[src/rtl/multicycle_ctrl.sv]
// multicycle_ctrl: FSM sequencer for a multicycle RV32I datapath that
// shares one instruction/data memory and stalls on mem_ready.
// Ports:
//   clk, rst_n (sync, active-low)
//   op / funct3 / funct7_5  fields of the instruction register
//   Zero                    ALU zero flag, same cycle
//   mem_ready               memory finished its access this cycle
//   PCWrite, IRWrite, MemWrite, RegWrite   datapath enables
//   AdrSrc, ResultSrc, ALUSrcA, ALUSrcB    datapath mux selects
//   ALUControl, ImmSrc                     ALU function / imm format
//   illegal                 sticky unsupported-opcode flag
//   state_dbg               current state encoding
// State encoding: FETCH=0 DECODE=1 MEMADR=2 MEMREAD=3 MEMWB=4
//   MEMWRITE=5 EXECR=6 EXECI=7 ALUWB=8 BRANCH=9 JAL=10 HALT=11
//   JALR=12 JALRWB=13 (last two only with MC_JALR_EN).
// Build option: define MC_JALR_EN to add jalr support.
module multicycle_ctrl #(
   parameter int STATE_W = 4
) (
   input  logic               clk,
   input  logic               rst_n,
   input  logic [6:0]         op,
   input  logic [2:0]         funct3,
   input  logic               funct7_5,
   input  logic               Zero,
   input  logic               mem_ready,
   output logic               PCWrite,
   output logic               AdrSrc,
   output logic               IRWrite,
   output logic               MemWrite,
   output logic               RegWrite,
   output logic [1:0]         ResultSrc,
   output logic [1:0]         ALUSrcA,
   output logic [1:0]         ALUSrcB,
   output logic [2:0]         ALUControl,
   output logic [1:0]         ImmSrc,
   output logic               illegal,
   output logic [STATE_W-1:0] state_dbg
);

   typedef enum logic [3:0] {
      S_FETCH    = 4'd0,
      S_DECODE   = 4'd1,
      S_MEMADR   = 4'd2,
      S_MEMREAD  = 4'd3,
      S_MEMWB    = 4'd4,
      S_MEMWRITE = 4'd5,
      S_EXECR    = 4'd6,
      S_EXECI    = 4'd7,
      S_ALUWB    = 4'd8,
      S_BRANCH   = 4'd9,
      S_JAL      = 4'd10,
`ifdef MC_JALR_EN
      S_HALT     = 4'd11,
      S_JALR     = 4'd12,
      S_JALRWB   = 4'd13
`else
      S_HALT     = 4'd11
`endif
   } state_t;

   localparam logic [6:0] OP_LW   = 7'b0000011;
   localparam logic [6:0] OP_SW   = 7'b0100011;
   localparam logic [6:0] OP_R    = 7'b0110011;
   localparam logic [6:0] OP_I    = 7'b0010011;
   localparam logic [6:0] OP_BR   = 7'b1100011;
   localparam logic [6:0] OP_JAL  = 7'b1101111;
`ifdef MC_JALR_EN
   localparam logic [6:0] OP_JALR = 7'b1100111;
`endif

   localparam logic [2:0] ALU_ADD = 3'b000;
   localparam logic [2:0] ALU_SUB = 3'b001;
   localparam logic [2:0] ALU_AND = 3'b010;
   localparam logic [2:0] ALU_OR  = 3'b011;
   localparam logic [2:0] ALU_SLT = 3'b101;

   state_t     state_q, state_d;
   logic       illegal_q, illegal_d;
   logic [2:0] alu_dec;
   logic       taken;
   logic       pc_upd, branch, ir_we, mem_we, reg_we;

   // State register
   always_ff @(posedge clk) begin
      if (!rst_n) begin
         state_q   <= S_FETCH;
         illegal_q <= 1'b0;
      end else begin
         state_q   <= state_d;
         illegal_q <= illegal_d;
      end
   end

   // Next-state logic
   always_comb begin
      state_d   = state_q;
      illegal_d = illegal_q | (state_q == S_HALT);
      unique case (state_q)
         S_FETCH:    if (mem_ready) state_d = S_DECODE;
         S_DECODE: begin
            unique case (op)
               OP_LW, OP_SW: state_d = S_MEMADR;
               OP_R:         state_d = S_EXECR;
               OP_I:         state_d = S_EXECI;
               OP_BR:        state_d = S_BRANCH;
               OP_JAL:       state_d = S_JAL;
`ifdef MC_JALR_EN
               OP_JALR:      state_d = S_JALR;
`endif
               default:      state_d = S_HALT;
            endcase
         end
         S_MEMADR:   state_d = (op == OP_LW) ? S_MEMREAD : S_MEMWRITE;
         S_MEMREAD:  if (mem_ready) state_d = S_MEMWB;
         S_MEMWB:    state_d = S_FETCH;
         S_MEMWRITE: if (mem_ready) state_d = S_FETCH;
         S_EXECR:    state_d = S_ALUWB;
         S_EXECI:    state_d = S_ALUWB;
         S_ALUWB:    state_d = S_FETCH;
         S_BRANCH:   state_d = S_FETCH;
         S_JAL:      state_d = S_ALUWB;
         S_HALT:     state_d = S_HALT;
`ifdef MC_JALR_EN
         S_JALR:     state_d = S_JALRWB;
         S_JALRWB:   state_d = S_ALUWB;
`endif
         default:    state_d = S_FETCH;
      endcase
   end

   // funct3 -> ALU op; unsupported encodings fall back to add
   always_comb begin
      case (funct3)
         3'b010:  alu_dec = ALU_SLT;
         3'b110:  alu_dec = ALU_OR;
         3'b111:  alu_dec = ALU_AND;
         default: alu_dec = ALU_ADD;
      endcase
   end

   // beq/bne only; other branch funct3 never taken
   always_comb begin
      case (funct3)
         3'b000:  taken = Zero;
         3'b001:  taken = ~Zero;
         default: taken = 1'b0;
      endcase
   end

   // Output logic (Moore, except FETCH's ready-gated enables)
   always_comb begin
      AdrSrc     = 1'b0;
      ResultSrc  = 2'b00;
      ALUSrcA    = 2'b00;
      ALUSrcB    = 2'b00;
      ALUControl = ALU_ADD;
      pc_upd     = 1'b0;
      branch     = 1'b0;
      ir_we      = 1'b0;
      mem_we     = 1'b0;
      reg_we     = 1'b0;
      unique case (state_q)
         S_FETCH: begin
            ALUSrcB   = 2'b10;
            ResultSrc = 2'b10;
            ir_we     = mem_ready;
            pc_upd    = mem_ready;
         end
         S_DECODE: begin
            ALUSrcA = 2'b01;
            ALUSrcB = 2'b01;
         end
         S_MEMADR: begin
            ALUSrcA = 2'b10;
            ALUSrcB = 2'b01;
         end
         S_MEMREAD: AdrSrc = 1'b1;
         S_MEMWB: begin
            ResultSrc = 2'b01;
            reg_we    = 1'b1;
         end
         // strobe held through the wait; memory commits on ready
         S_MEMWRITE: begin
            AdrSrc = 1'b1;
            mem_we = 1'b1;
         end
         S_EXECR: begin
            ALUSrcA    = 2'b10;
            ALUControl = (funct3 == 3'b000 && funct7_5) ? ALU_SUB : alu_dec;
         end
         S_EXECI: begin
            ALUSrcA    = 2'b10;
            ALUSrcB    = 2'b01;
            ALUControl = alu_dec;
         end
         S_ALUWB: reg_we = 1'b1;
         S_BRANCH: begin
            ALUSrcA    = 2'b10;
            ALUControl = ALU_SUB;
            branch     = 1'b1;
         end
         S_JAL: begin
            ALUSrcA = 2'b01;
            ALUSrcB = 2'b10;
            pc_upd  = 1'b1;
         end
         S_HALT: ;
`ifdef MC_JALR_EN
         S_JALR: begin
            ALUSrcA   = 2'b10;
            ALUSrcB   = 2'b01;
            ResultSrc = 2'b10;
            pc_upd    = 1'b1;
         end
         S_JALRWB: begin
            ALUSrcA = 2'b01;
            ALUSrcB = 2'b10;
         end
`endif
         default: ;
      endcase
   end

   // Immediate format straight from the opcode
   always_comb begin
      case (op)
         OP_SW:   ImmSrc = 2'b01;
         OP_BR:   ImmSrc = 2'b10;
         OP_JAL:  ImmSrc = 2'b11;
         default: ImmSrc = 2'b00;
      endcase
   end

   assign PCWrite   = rst_n & (pc_upd | (branch & taken));
   assign IRWrite   = rst_n & ir_we;
   assign MemWrite  = rst_n & mem_we;
   assign RegWrite  = rst_n & reg_we;
   assign illegal   = illegal_q;
   assign state_dbg = STATE_W'(state_q);

endmodule
[config.mk]
export PLATFORM = sky130hd
export DESIGN_NAME = multicycle_ctrl
export DESIGN_NICKNAME = d
export VERILOG_FILES = /design/src/rtl/multicycle_ctrl.sv
export SDC_FILE = /design/constraint.sdc
export NUM_CORES = 1
export LEC_CHECK = 0
export ABC_AREA = 1
export CAP_MARGIN = 20
export CORE_MARGIN = 2
export CORE_UTILIZATION = 35
export CTS_CLUSTER_DIAMETER = 100
export DETAILED_ROUTE_END_ITERATION = 10
export PLACE_DENSITY = 0.77
export SLEW_MARGIN = 5
export SYNTH_ARGS = -nofsm -noshare
export SYNTH_HDL_FRONTEND = slang
export SYNTH_SLANG_ARGS = --single-unit
export TNS_END_PERCENT = 1
[constraint.sdc]
create_clock -name clk -period 1.83 [get_ports clk]
set_clock_uncertainty 0.15 [all_clocks]
set_input_delay 0.2745 -clock clk [delete_from_list [all_inputs] [get_ports clk]]
set_output_delay 0.2745 -clock clk [all_outputs]
set_load 0.005 [all_outputs]
==> summary.txt <==
Placed design
  – Pre-CTS WS: -0.317 ns
  – Detailed Place HPWL: 1.66 mm
  – PortBufs: 35
  – RePlAce Congestion: 0.890

Timing
  – Final Hold Fails: 0
  – Crit share post-route: 113%
  – Fmax: 0.485 GHz
  – Worst Slack Setup Final: -0.233 ns
  – Worst Tran Pin Value: 0.241 ns
  – Final worst path period need: 2.06 ns
  – Max-slew violation count: 0
  – Slew HR: 83.9%
  – Setup Viol. Count Final: 7
  – RSZ-0062 raised after global routing: yes
  – Hold WS: 0.335 ns

Critical path
  – Crit. Startpoint: op[6]
  – CP startpoint kind: input pin
  – Crit. End Element: primary output
  – CP endpoint: ImmSrc[1]
  – CP Buf/Inv Count: 3
  – R2r setup slk: 0.32 ns
  – Crit-path max FO: 3
  – Worst path depth: 6
  – Critical path data arrival time: 1.64 ns
  – Reg2reg start: state_dbg[2]
  – R2r worst-path depth: 8
  – Critical path's largest stage delay: 0.50 ns
  – Slowest cell on the critical path: clkdlybuf4s50_1
  – Critical-path cell list: clkdlybuf4s50_1 -> inv_1 -> nor2_2 -> nand2_1 -> nand2_1 -> clkdlybuf4s50_1
  – Critical R2R Capture: state_dbg[0]
  – WP data required: 1.41 ns
  – CP delay by family, top: buffers and inverters
  – Kind of critical path: in -> out

Finish
  – Final nets: 186
  – Fillers: 123
  – N_diodes: 0
  – Area grow syn2layout: 105%
  – Share of layout cells above drive strength 1: 37.1%
  – Finished Core Util: 77.0%

Clocking
  – CTS tree: built
  – Hold Buf Count CTS: 0
  – CTS sink cnt: 5
  – Root Buffer Master: clkbuf_4
  – H-tree levels: 1
  – Clock Latency Late Sink: 0.24 ns
  – Worst-case clock buffer depth: 2
  – Reg clk slew, reported paths: 0.04 ns
  – Setup Fix Bufs, Post-CTS: 0
  – Num CTS Buffers: 3

Floorplanning
  – Starting Density: 37.6%
  – Core Footprint: 0.00152 mm^2
  – Die width: 44.5 um
  – Die height: 44.5 um
  – Top Ports: 36
  – Standard-cell rows: 14
  – Die area: 0.00198 mm^2

Drt
  – Final WL: 2.06 mm
  – Post-DR wirelength/cell: 11.1 um
  – # DRC: 0
  – TritonRoute pass-1 iters: 4
  – Via density: 4.81
  – Via count: 894
  – Post-route antenna net violation count: 0
  – DR iter-0 viols: 11

Global route
  – Grt total ovfl: 0
  – Largest net degree at the start of global routing: 6
  – All-layer global routing usage: 22.9%
  – First-pass GRT wire length: 3.39 mm
  – Vias in the first global route: 858
  – Antenna violations before repair: 0

Synth
  – Post-Syn Area per Cell: 5.36 um^2
  – Distinct cells, synth: 25
  – Post-synthesis cell area: 573 um^2
  – Mapped Cells: 107
  – Register area share after synthesis: 17.5%
  – Yosys top cell area share: 17.5%
  – Top cells by area, synth: dfxtp_1, nand2_1, nor2_1
  – Number of synthesized register bits: 5
  – Synthesized Nets: 122
  – Area leader, netlist: dfxtp_1
  – Yosys warns: 0

Power
  – VDD IR max: 860 uV
  – PwrDens: 1090 mW/mm^2
  – Reg power frac: 15.0%
  – Sw frac: 40.8%
  – P_leak: 0.601 nW
  – Sw power: 0.522 mW
  – Clk pwr share: 10.2%
  – Internal power component: 0.756 mW
  – Comb power frac: 74.7%

Status
  – Status: finished with violations
  – Failing checks: setup timing

Worst hold path
  – Hold-critical path depth: 2
  – Worst hold path class: reg -> reg

Job
  – MaxCap Viol Count: 0
cells by family (layout without fill, tap and decap cells):
| logic type | count (synthesis) | after routing | synth area share, % |
|---|---|---|---|
| compound gates | 18 | 18 | 18.6 |
| buf+inv | 22 | 85 | 15.7 |
| flops | 5 | 5 | 17.5 |
| simple gates | 62 | 62 | 48.3 |
final cells by class:
type / count / area [um^2] / share of cell area (%)
repair buffers: 60 / 522 / 44.5
multi-input cells: 80 / 418 / 35.6
flip-flops and latches: 5 / 108 / 9.17
inverters: 21 / 80.1 / 6.82
clock buffers: 4 / 26.3 / 2.24
well taps: 16 / 20.0 / 1.71
layout by cell type (no fill, tap or decap), types with 5 or more instances in the layout:
| cell type | synthesis | layout |
|---|---|---|
| a21oi_1 | 7 | 7 |
| buf_4 | 0 | 25 |
| clkdlybuf4s50_1 | 0 | 25 |
| dlygate4sd2_1 | 0 | 5 |
| inv_1 | 15 | 11 |
| inv_2 | 5 | 9 |
| nand2_1 | 24 | 21 |
| nand2_2 | 2 | 5 |
| nand3_1 | 5 | 5 |
| nor2_1 | 19 | 14 |
| nor2_2 | 3 | 6 |
metal layers:
metal / vias up / part of all wire (%) / track usage [%]
met5: - / 0 / 0
met4: 0 / 0 / 6.06
met3: 0 / 7.7 / 5.71
met2: 37 / 55 / 45.2
met1: 391 / 37 / 23.0
li1: 466 / - / -
worst min path at each step:
stage                       start      end  slack [ns]
final                     illegal  illegal        0.33
after global routing      illegal  illegal        0.38
after CTS                 illegal  illegal        0.33
after detailed placement  illegal  illegal        0.32
after global placement    illegal  illegal        0.31
after floorplan           illegal  illegal        0.32
power groups by stage:
stage	clock [mW]	combinational (mW)	sequential, mW
finish	0.130	0.955	0.192
global route	0.138	1.04	0.198
CTS	0.133	0.945	0.189
detailed placement	0	0.916	0.180
global placement	0	0.895	0.178
floorplan	0	0.387	0.173
per-stage QoR:
stage / setup TNS (ns) / power (mW) / cell area [um^2] / cells
final: -1.04 / 1.28 / 1170 / 186
after detailed placement: -2.15 / 1.10 / 1120 / 182
after global routing: -1.77 / 1.38 / 1170 / 186
after CTS: -1.56 / 1.27 / 1170 / 186
after global placement: -1.89 / 1.07 / 1120 / 182
after floorplan: 0 / 0.560 / 573 / 107
cell usage after synthesis:
cell	instances
nand2_1	24
nor2_4	1
a211oi_1	1
nand3_1	5
nor3_1	3
dfxtp_1	5
a21oi_2	1
o21ai_1	1
a21oi_1	7
buf_6	1
inv_1	15
nor2_1	19
nand4_1	2
nor2_2	3
or2_1	1
nand2_2	2
clkinv_1	1
o211ai_1	1
or2_2	1
o22ai_1	1
a31oi_1	2
o21ai_2	1
nand3b_1	1
inv_2	5
o21ai_0	3
worst min-delay path: stages (launching register included):
cell and delay [ns]:
dfxtp_1 0.32, nor2_1 0.05, nor2_1 0.08
state kept, by name (all words and copies together), names as in the netlist:
signal and count:
state_dbg 4, illegal 1
repair_timing:
| action | in CTS | in global routing |
|---|---|---|
| hold endpoints to repair | 0 | 0 |
| endpoints found under the setup margin | 16 | 15 |
| resized for setup | 26 | 13 |
| pin swaps | 1 | 2 |
(Power assumes the default switching activity.)
